===== src/rtl/nonce_scheduler.sv =====
// Work sequencer: latches the host header, hands disjoint nonce batches to hash
// cores round-robin, and funnels their found-nonce reports onto one result port.
module nonce_scheduler #(
  parameter int NUM_CORES  = 4,
  parameter int BATCH_LOG2 = 20
) (
  input  logic                      clk,
  input  logic                      rst,
  input  logic                      new_work,
  input  logic [639:0]              work_data,
  output logic [607:0]              core_header,
  output logic                      core_abort,
  input  logic [NUM_CORES-1:0]      core_req,
  output logic [NUM_CORES-1:0]      core_grant,
  output logic [31:0]               core_base,
  input  logic [NUM_CORES-1:0]      core_found,
  input  logic [32*NUM_CORES-1:0]   core_nonce,
  output logic [NUM_CORES-1:0]      core_found_ack,
  output logic                      new_result,
  output logic [31:0]               result_data,
  output logic                      exhausted,
  output logic                      busy
);

  localparam int PW = (NUM_CORES > 1) ? $clog2(NUM_CORES) : 1;
  localparam logic [32:0] BATCH = 33'd1 << BATCH_LOG2;
  localparam logic [31:0] STEP  = BATCH[31:0];
  localparam logic [NUM_CORES-1:0] ONE = {{(NUM_CORES-1){1'b0}}, 1'b1};

  typedef enum logic [1:0] {IDLE, RUN, EXHAUSTED} state_t;

  state_t          state, state_next;
  logic [31:0]     next_nonce;
  logic [32:0]     issued, issued_sum;
  logic [PW-1:0]   grant_ptr, found_ptr;
  logic [PW:0]     gnt_pick, fnd_pick;
  logic [PW-1:0]   gnt_idx, fnd_idx;
  logic            grant_fire, found_fire, stale;

  // Returns {hit, index} of the first set bit at or after ptr, wrapping.
  function automatic logic [PW:0] rr_pick(input logic [NUM_CORES-1:0] vec,
                                          input logic [PW-1:0] ptr);
    logic [PW:0]   r;
    logic [PW-1:0] idx;
    r = '0;
    for (int i = NUM_CORES - 1; i >= 0; i--) begin
      idx = PW'((int'(ptr) + i) % NUM_CORES);
      if (vec[idx]) r = {1'b1, idx};
    end
    return r;
  endfunction

  function automatic logic [PW-1:0] ptr_after(input logic [PW-1:0] idx);
    return PW'((int'(idx) + 1) % NUM_CORES);
  endfunction

  always_comb begin
    gnt_pick   = rr_pick(core_req & ~core_grant, grant_ptr);
    fnd_pick   = rr_pick(core_found & ~core_found_ack, found_ptr);
    gnt_idx    = gnt_pick[PW-1:0];
    fnd_idx    = fnd_pick[PW-1:0];
    issued_sum = issued + BATCH;
    // A restart (or its abort cycle) turns any pending report into a stale one.
    stale      = new_work || core_abort;
    grant_fire = (state == RUN) && !new_work && !core_abort && gnt_pick[PW];
    found_fire = (state != IDLE) && fnd_pick[PW];
  end

  always_comb begin
    state_next = state;
    if (new_work)
      state_next = RUN;
    else if (grant_fire && issued_sum[32])
      state_next = EXHAUSTED;
  end

  always_ff @(posedge clk) begin
    if (rst) state <= IDLE;
    else     state <= state_next;
  end

  assign busy = (state == RUN);

  always_ff @(posedge clk) begin
    if (rst) begin
      core_header    <= '0;
      core_abort     <= 1'b0;
      core_grant     <= '0;
      core_base      <= '0;
      core_found_ack <= '0;
      new_result     <= 1'b0;
      result_data    <= '0;
      exhausted      <= 1'b0;
      next_nonce     <= '0;
      issued         <= '0;
      grant_ptr      <= '0;
      found_ptr      <= '0;
    end else begin
      core_abort     <= 1'b0;
      core_grant     <= '0;
      core_found_ack <= '0;
      new_result     <= 1'b0;

      if (new_work) begin
        core_header <= work_data[639:32];
        next_nonce  <= work_data[31:0];
        issued      <= '0;
        core_abort  <= 1'b1;
        exhausted   <= 1'b0;
      end else if (grant_fire) begin
        core_grant <= ONE << gnt_idx;
        core_base  <= next_nonce;
        next_nonce <= next_nonce + STEP;
        issued     <= issued_sum;
        grant_ptr  <= ptr_after(gnt_idx);
        if (issued_sum[32]) exhausted <= 1'b1;
      end

      if (found_fire) begin
        core_found_ack <= ONE << fnd_idx;
        found_ptr      <= ptr_after(fnd_idx);
        if (!stale) begin
          new_result  <= 1'b1;
          result_data <= core_nonce[32*int'(fnd_idx) +: 32];
        end
      end
    end
  end

endmodule


===== config.mk =====
export PLATFORM = sky130hd
export DESIGN_NAME = nonce_scheduler
export DESIGN_NICKNAME = d
export VERILOG_FILES = /design/src/rtl/nonce_scheduler.sv
export SDC_FILE = /design/constraint.sdc
export NUM_CORES = 1
export LEC_CHECK = 0
export BUFFER_PORTS_ARGS = -buffer_cell sky130_fd_sc_hd__buf_4
export CORE_AREA = 4 4 567 569
export DETAILED_ROUTE_END_ITERATION = 8
export DIE_AREA = 0 0 571 573
export GPL_TIMING_DRIVEN = 0
export PLACE_DENSITY = 0.35
export SETUP_SLACK_MARGIN = 0.5
export SYNTH_ARGS = -nofsm -noshare
export SYNTH_HDL_FRONTEND = slang
export SYNTH_SLANG_ARGS = --single-unit

===== constraint.sdc =====
create_clock -name clk -period 4.9 [get_ports clk]
set_clock_uncertainty 0.2 [all_clocks]
set_input_delay 0.245 -clock clk [delete_from_list [all_inputs] [get_ports clk]]
set_output_delay 0.245 -clock clk [all_outputs]
set_load 0.05 [all_outputs]

=== Word-level counts from Yosys, hierarchy flattened ===
Index checks and enable logic that the tools add are counted.

* Equality and inequality tests: 1
* Order comparisons: 8
* Bitwise operators: 8
* Muxes and demuxes: 30
* Reduce and logical (&&, ||, !) cells: 17
* Shift-type cells: 3
* $add $sub $neg: 10

{| class="wikitable"
|+ Operators by type and width
! cell !! number
|-
| $shiftx A128 B8 Y32 || 1
|-
| $mux W32 || 2
|-
| $add A33 B21 Y33 const B || 1
|-
| $add A32 B21 Y32 const B || 1
|-
| $lt A2 B3 Y1 const B || 8
|-
| $mux W3 || 8
|-
| $bmux W1 S2 || 8
|-
| $mux W1 || 12
|-
| $add A2 B1 Y2 const B || 4
|-
| $add A2 B2 Y2 const B || 4
|-
| $and A4 B4 Y4 || 2
|-
| $not A4 Y4 || 2
|-
| $shl A1 B2 Y4 const A || 2
|-
| $reduce_and A2 Y1 || 3
|-
| $reduce_bool A2 Y1 || 3
|-
| $logic_and A1 B1 Y1 || 5
|-
| $not A1 Y1 || 4
|-
| $reduce_or A2 Y1 || 2
|-
| $reduce_or A3 Y1 || 1
|-
| $eq A2 B1 Y1 const B || 1
|-
| $logic_not A1 Y1 || 2
|-
| $logic_or A1 B1 Y1 || 1
|}

* Output and inout bits: 684
* Bits in registers: 754
* Input port bits: 779

=== Depth between registers and ports, before layout ===
* Word-level depth: 12
* Depth in mapped cells: 8
* Depth with buffers taken out: 6

=== Least setup slack after synthesis ===
Ideal clock, no wire load.

* Path kind: register to register
* Start: register core_grant[3]
* End: register next_nonce[28]
* Data required time: 4.567 ns
* Path slack: 2.614 ns
* Clock period less this slack: 2.286 ns
* Setup time: 0.133 ns
* Cell stages (with the launch flop): 7
* Arrival: 1.953 ns
* Cells stage by stage: dfxtp_1 nor2b_1 o41ai_4 buf_2 nor2_1 o21ai_0 a31oi_1

* Cells in the longest elaborated chain, start to end: 10
* Elaborated cells between the ends (all ways): 16
* Those cells by class: mux (12); bitwise (2); reduce/logical (2)

{| class="wikitable"
|+ RTL lines
! item !! line !! text
|-
| start: declaration || 14 || <nowiki>output logic [NUM_CORES-1:0] core_grant,</nowiki>
|-
| start signal: assignment || 111 || <nowiki>core_grant <= ONE << gnt_idx;</nowiki>
|-
| $not A4 Y4 * || 58 || <nowiki>gnt_pick = rr_pick(core_req & ~core_grant, grant_ptr);</nowiki>
|-
| $and A4 B4 Y4 * || 58 ||
|-
| $bmux W1 S2 || 48 || <nowiki>if (vec[idx]) r = {1'b1, idx};</nowiki>
|-
| $mux W1 (not written as such) || 48 ||
|-
| $mux W3 (3 in series) || 48 ||
|-
| $mux W3 * || 48 ||
|-
| $logic_and A1 B1 Y1 * || 65 || <nowiki>grant_fire = (state == RUN) && !new_work && !core_abort && gnt_pick[PW];</nowiki>
|-
| $reduce_bool A2 Y1 (no source line) * || - ||
|-
| end signal: assignment || 106 || <nowiki>next_nonce <= work_data[31:0];</nowiki>
|-
| end signal: assignment || 113 || <nowiki>next_nonce <= next_nonce + STEP;</nowiki>
|-
| end: declaration || 33 || <nowiki>logic [31:0] next_nonce;</nowiki>
|}

Every way passes the cells marked *; elsewhere a longest branch is shown, timed or not. The select of a mux whose other input is x is not followed.
A chain may end at the register's enable or synchronous reset.

=== Worst setup path after layout ===
* Start: register core_found_ack[2]
* End: register result_data[20]

* Cells in the longest elaborated chain, start to end: 10
* Elaborated cells between the ends (all ways): 17
* Those cells by class: shift (1); mux (12); bitwise (2); reduce/logical (2)

{| class="wikitable"
|+ RTL lines
! item !! line !! text
|-
| start: declaration || 18 || <nowiki>output logic [NUM_CORES-1:0] core_found_ack,</nowiki>
|-
| start signal: assignment || 120 || <nowiki>core_found_ack <= ONE << fnd_idx;</nowiki>
|-
| $not A4 Y4 * || 59 || <nowiki>fnd_pick = rr_pick(core_found & ~core_found_ack, found_ptr);</nowiki>
|-
| $and A4 B4 Y4 * || 59 ||
|-
| $bmux W1 S2 || 48 ||
|-
| $mux W1 (not written as such) || 48 ||
|-
| $mux W3 (3 in series) || 48 ||
|-
| $mux W3 * || 48 ||
|-
| parallel branches: the longest is 2 deep, another holds $shiftx A128 B8 Y32 || - ||
|-
| end signal: assignment || 124 || <nowiki>result_data <= core_nonce[32*int'(fnd_idx) +: 32];</nowiki>
|-
| end: declaration || 20 || <nowiki>output logic [31:0] result_data,</nowiki>
|}

Mark *: on every way between the ends. The select of a mux whose other input is x is not followed.

==> impl_metrics.yaml <==
outcome:
  status: "completed"
synth:
  synth_commonest_cells: "733 x dfxtp_1, 694 x mux2i_1, 664 x nor2_1, 115 x nand2_1, 86 x clkbuf_1"
  synth.distinct_cells: 45
  syn_area_sq_um: 26690
  synth_warnings: 0
  synth_top_area_share_pct: 54.98
  synth_top_flop_cell: "dfxtp_1"
  async_reset_ff_share_pct: 0
  synth_cells: 2583
  syn_nets: 3364
  synth-seq-cells: 733
  synth_edf_count: 0
  yosys.area.top_type: "dfxtp_1"
  synth.avg_cell_area_sq_um: 10.33
  synth_seq_area_share_pct: 54.98
  yosysMostFrequentCell: "dfxtp_1"
  ys_top_cells_by_area: "dfxtp_1 55%, mux2i_1 26%, nor2_1 9.3%, nand2_1 1.6%, clkbuf_1 1.2%"
timing:
  tightest_slew_ns: 1.351
  rsz0062_at_grt: "no"
  fmax_mhz: 242.8
  setup_tns_ns: 0
  hold_violations: 0
  setup_ws_ns: 0.7821
  drv_slew: 0
  slew-limit-headroom_pct: 9.925
  period_needed_ns: 4.118
  setup-violations-final: 0
  period_share_pct: 84.04
die:
  dieArea_sq_um: 327200
  fp-row-count: 207
  chipHeight_microns: 573
  die_w_microns: 571
  core-area_sq_um: 316800
  boundaryPins: 1463
  initial_core_util_pct: 8.426
route:
  via_count: 30792
  finalWirelength_microns: 254000
  avgRoutedWirePerCell_microns: 26.69
  drt_iter0_drc: 1662
  viasPerCell: 3.236
  drc: 0
  drtPass1Iterations: 7
  ant_nets: 0
setup_path:
  arrival_ns: 4.57
  worst-setup-path-type: "reg -> reg"
  end_kind: "flop"
  startpoint_type: "flop"
  worstPathRequired_ns: 5.35
  path_max_fanout: 10
global_route:
  grt_antenna_before_repair: 212
  grt_use_total_pct: 14.83
  grt-ovfl-total: 0
  grt_pass1_wl_microns: 322000
  first_global_vias: 31637
  grt_max_degree: 14
pwr:
  leakagePower_nw: 25.62
  p_total_mw: 18.64
  ir_worst_vdd_uv: 244.3
  powerDensity_nw_per_um2: 327.7
clock_network:
  cts_buffer_depth: 4
  clk_latency_ns: 0.79
  clk_pin_slew_ns: 0.06
  cts.sinks: 733
  htreeDepth: 3
  cts_tree: "yes"
  cts_buffers: 100
  root_buffer: "clkbuf_16"
cells_and_area:
  synthToLayoutAreaGrowth_pct: 113.1
  drive_gt1_share_pct: 31.88
  num-fill-cells: 35478
  final_nets: 5969
placement:
  pre_cts_slack_ns: 0.9371
  place.gp.congestion: 0.9431
  dp_hpwl_microns: 221600
  portBuffers: 1460
min_path:
  hold_class: "in -> reg"
run:
  cap_violations: 0
metrics by stage:
stage / utilization (%) / hold slack (ns) / area, sq um / std cells
finish: 17.95 / 0.07111 / 56870 / 9515
detailed placement: 13.55 / 0.2484 / 42920 / 8225
floorplan: - / 0.1536 / 26690 / 2583
CTS: 17.89 / 0.00007272 / 56660 / 9437
global route: 17.93 / 0.05158 / 56790 / 9484
global placement: 13.54 / 0.2462 / 42880 / 8223
layout by cell type, fill, tap and decap left out, drive strengths merged, types with 3 or more instances in the layout:
cell type	netlist	layout
nand2	115	115
a211oi	7	7
mux2i	694	694
nor4	5	5
xor2	11	11
o21ai	7	7
and2	3	3
diode	0	78
nor3	5	5
nand2b	8	8
dlygate4sd3	0	1041
a21oi	47	47
nor2	664	664
clkbuf	86	228
xnor2	9	9
o221ai	34	34
clkinv	0	14
bufinv	0	7
nand4	11	11
dfxtp	733	733
nand3	5	5
clkinvlp	0	3
inv	7	11
nor2b	11	11
and3	3	3
buf	91	1553
final cells by class:
class / instances / area, sq um / share of cell area (%)
Buffer: 177 / 750.7 / 1.320
Inverter: 7 / 26.28 / 0.04621
Antenna cell: 78 / 195.2 / 0.3432
Timing Repair Buffer: 2503 / 21410 / 37.64
Clock buffer: 143 / 2967 / 5.217
Clock inverter: 28 / 359.1 / 0.6315
Multi-Input combinational cell: 1666 / 11260 / 19.80
Tap cell: 4180 / 5230 / 9.197
Sequential cell: 733 / 14670 / 25.80
what timing repair did:
action | in CTS | in global routing
hold buffers | 1041 | 0
endpoints found under the hold margin | 683 | 0
buffers inserted | 0 | 0
setup endpoints to repair | 0 | 1
gates resized for setup | 0 | 2
path summary, 6_finish.rpt:
check / start / slack, ns / end / cells past startpoint
worst max-delay path: core_found_ack[2] / 0.78 / result_data[20] / 9
worst min-delay path: work_data[247] / 0.07 / core_header[215] / 4
worst max register to register: core_found_ack[2] / 0.78 / result_data[20] / 9
worst min register to register: next_nonce[14] / 0.26 / core_base[14] / 2
layer usage:
| layer | track usage [%] | wire [microns] |
|---|---|---|
| met1 | 18.24 | 106200 |
| met2 | 23.81 | 113600 |
| met3 | 6.412 | 27710 |
| met4 | 3.302 | 5522 |
| met5 | 0 | 928 |
report_power, final:
group / leakage, nW / internal, mW / total, mW / switching, mW
Combinational: 17.9 / 1.80 / 4.49 / 2.69
Clock: 1.64 / 4.54 / 7.60 / 3.05
Sequential: 6.04 / 6.30 / 6.55 / 0.250
state kept, by name, indices dropped and copies added (netlist names):
name / cells
core_abort: 1
core_base: 32
core_found_ack: 4
core_grant: 4
core_header: 608
found_ptr: 2
grant_ptr: 2
issued: 13
new_result: 1
next_nonce: 32
result_data: 32
state: 2
critical path: stages (launching register included):
cell and delay [ns]:
dfxtp_1 0.34, nor3b_1 0.28, a211oi_1 0.10, o22ai_1 0.14, clkdlybuf4s15_1 0.70, buf_2 0.67, mux2i_1 0.25, dlygate4sd3_1 0.57
o221ai_1 0.11, dlygate4sd3_1 0.59
cells by family after synthesis:
group           Yosys count  share of synthesized area, %
flops                   733                         54.98
mux                     696                         26.11
compound gates          108                         2.822
simple gates            840                         12.48
fa+ha+maj                 2                       0.09374
xor+xnor                 20                        0.6563
buf+inv                 184                         2.860
(Power assumes the default switching activity.)
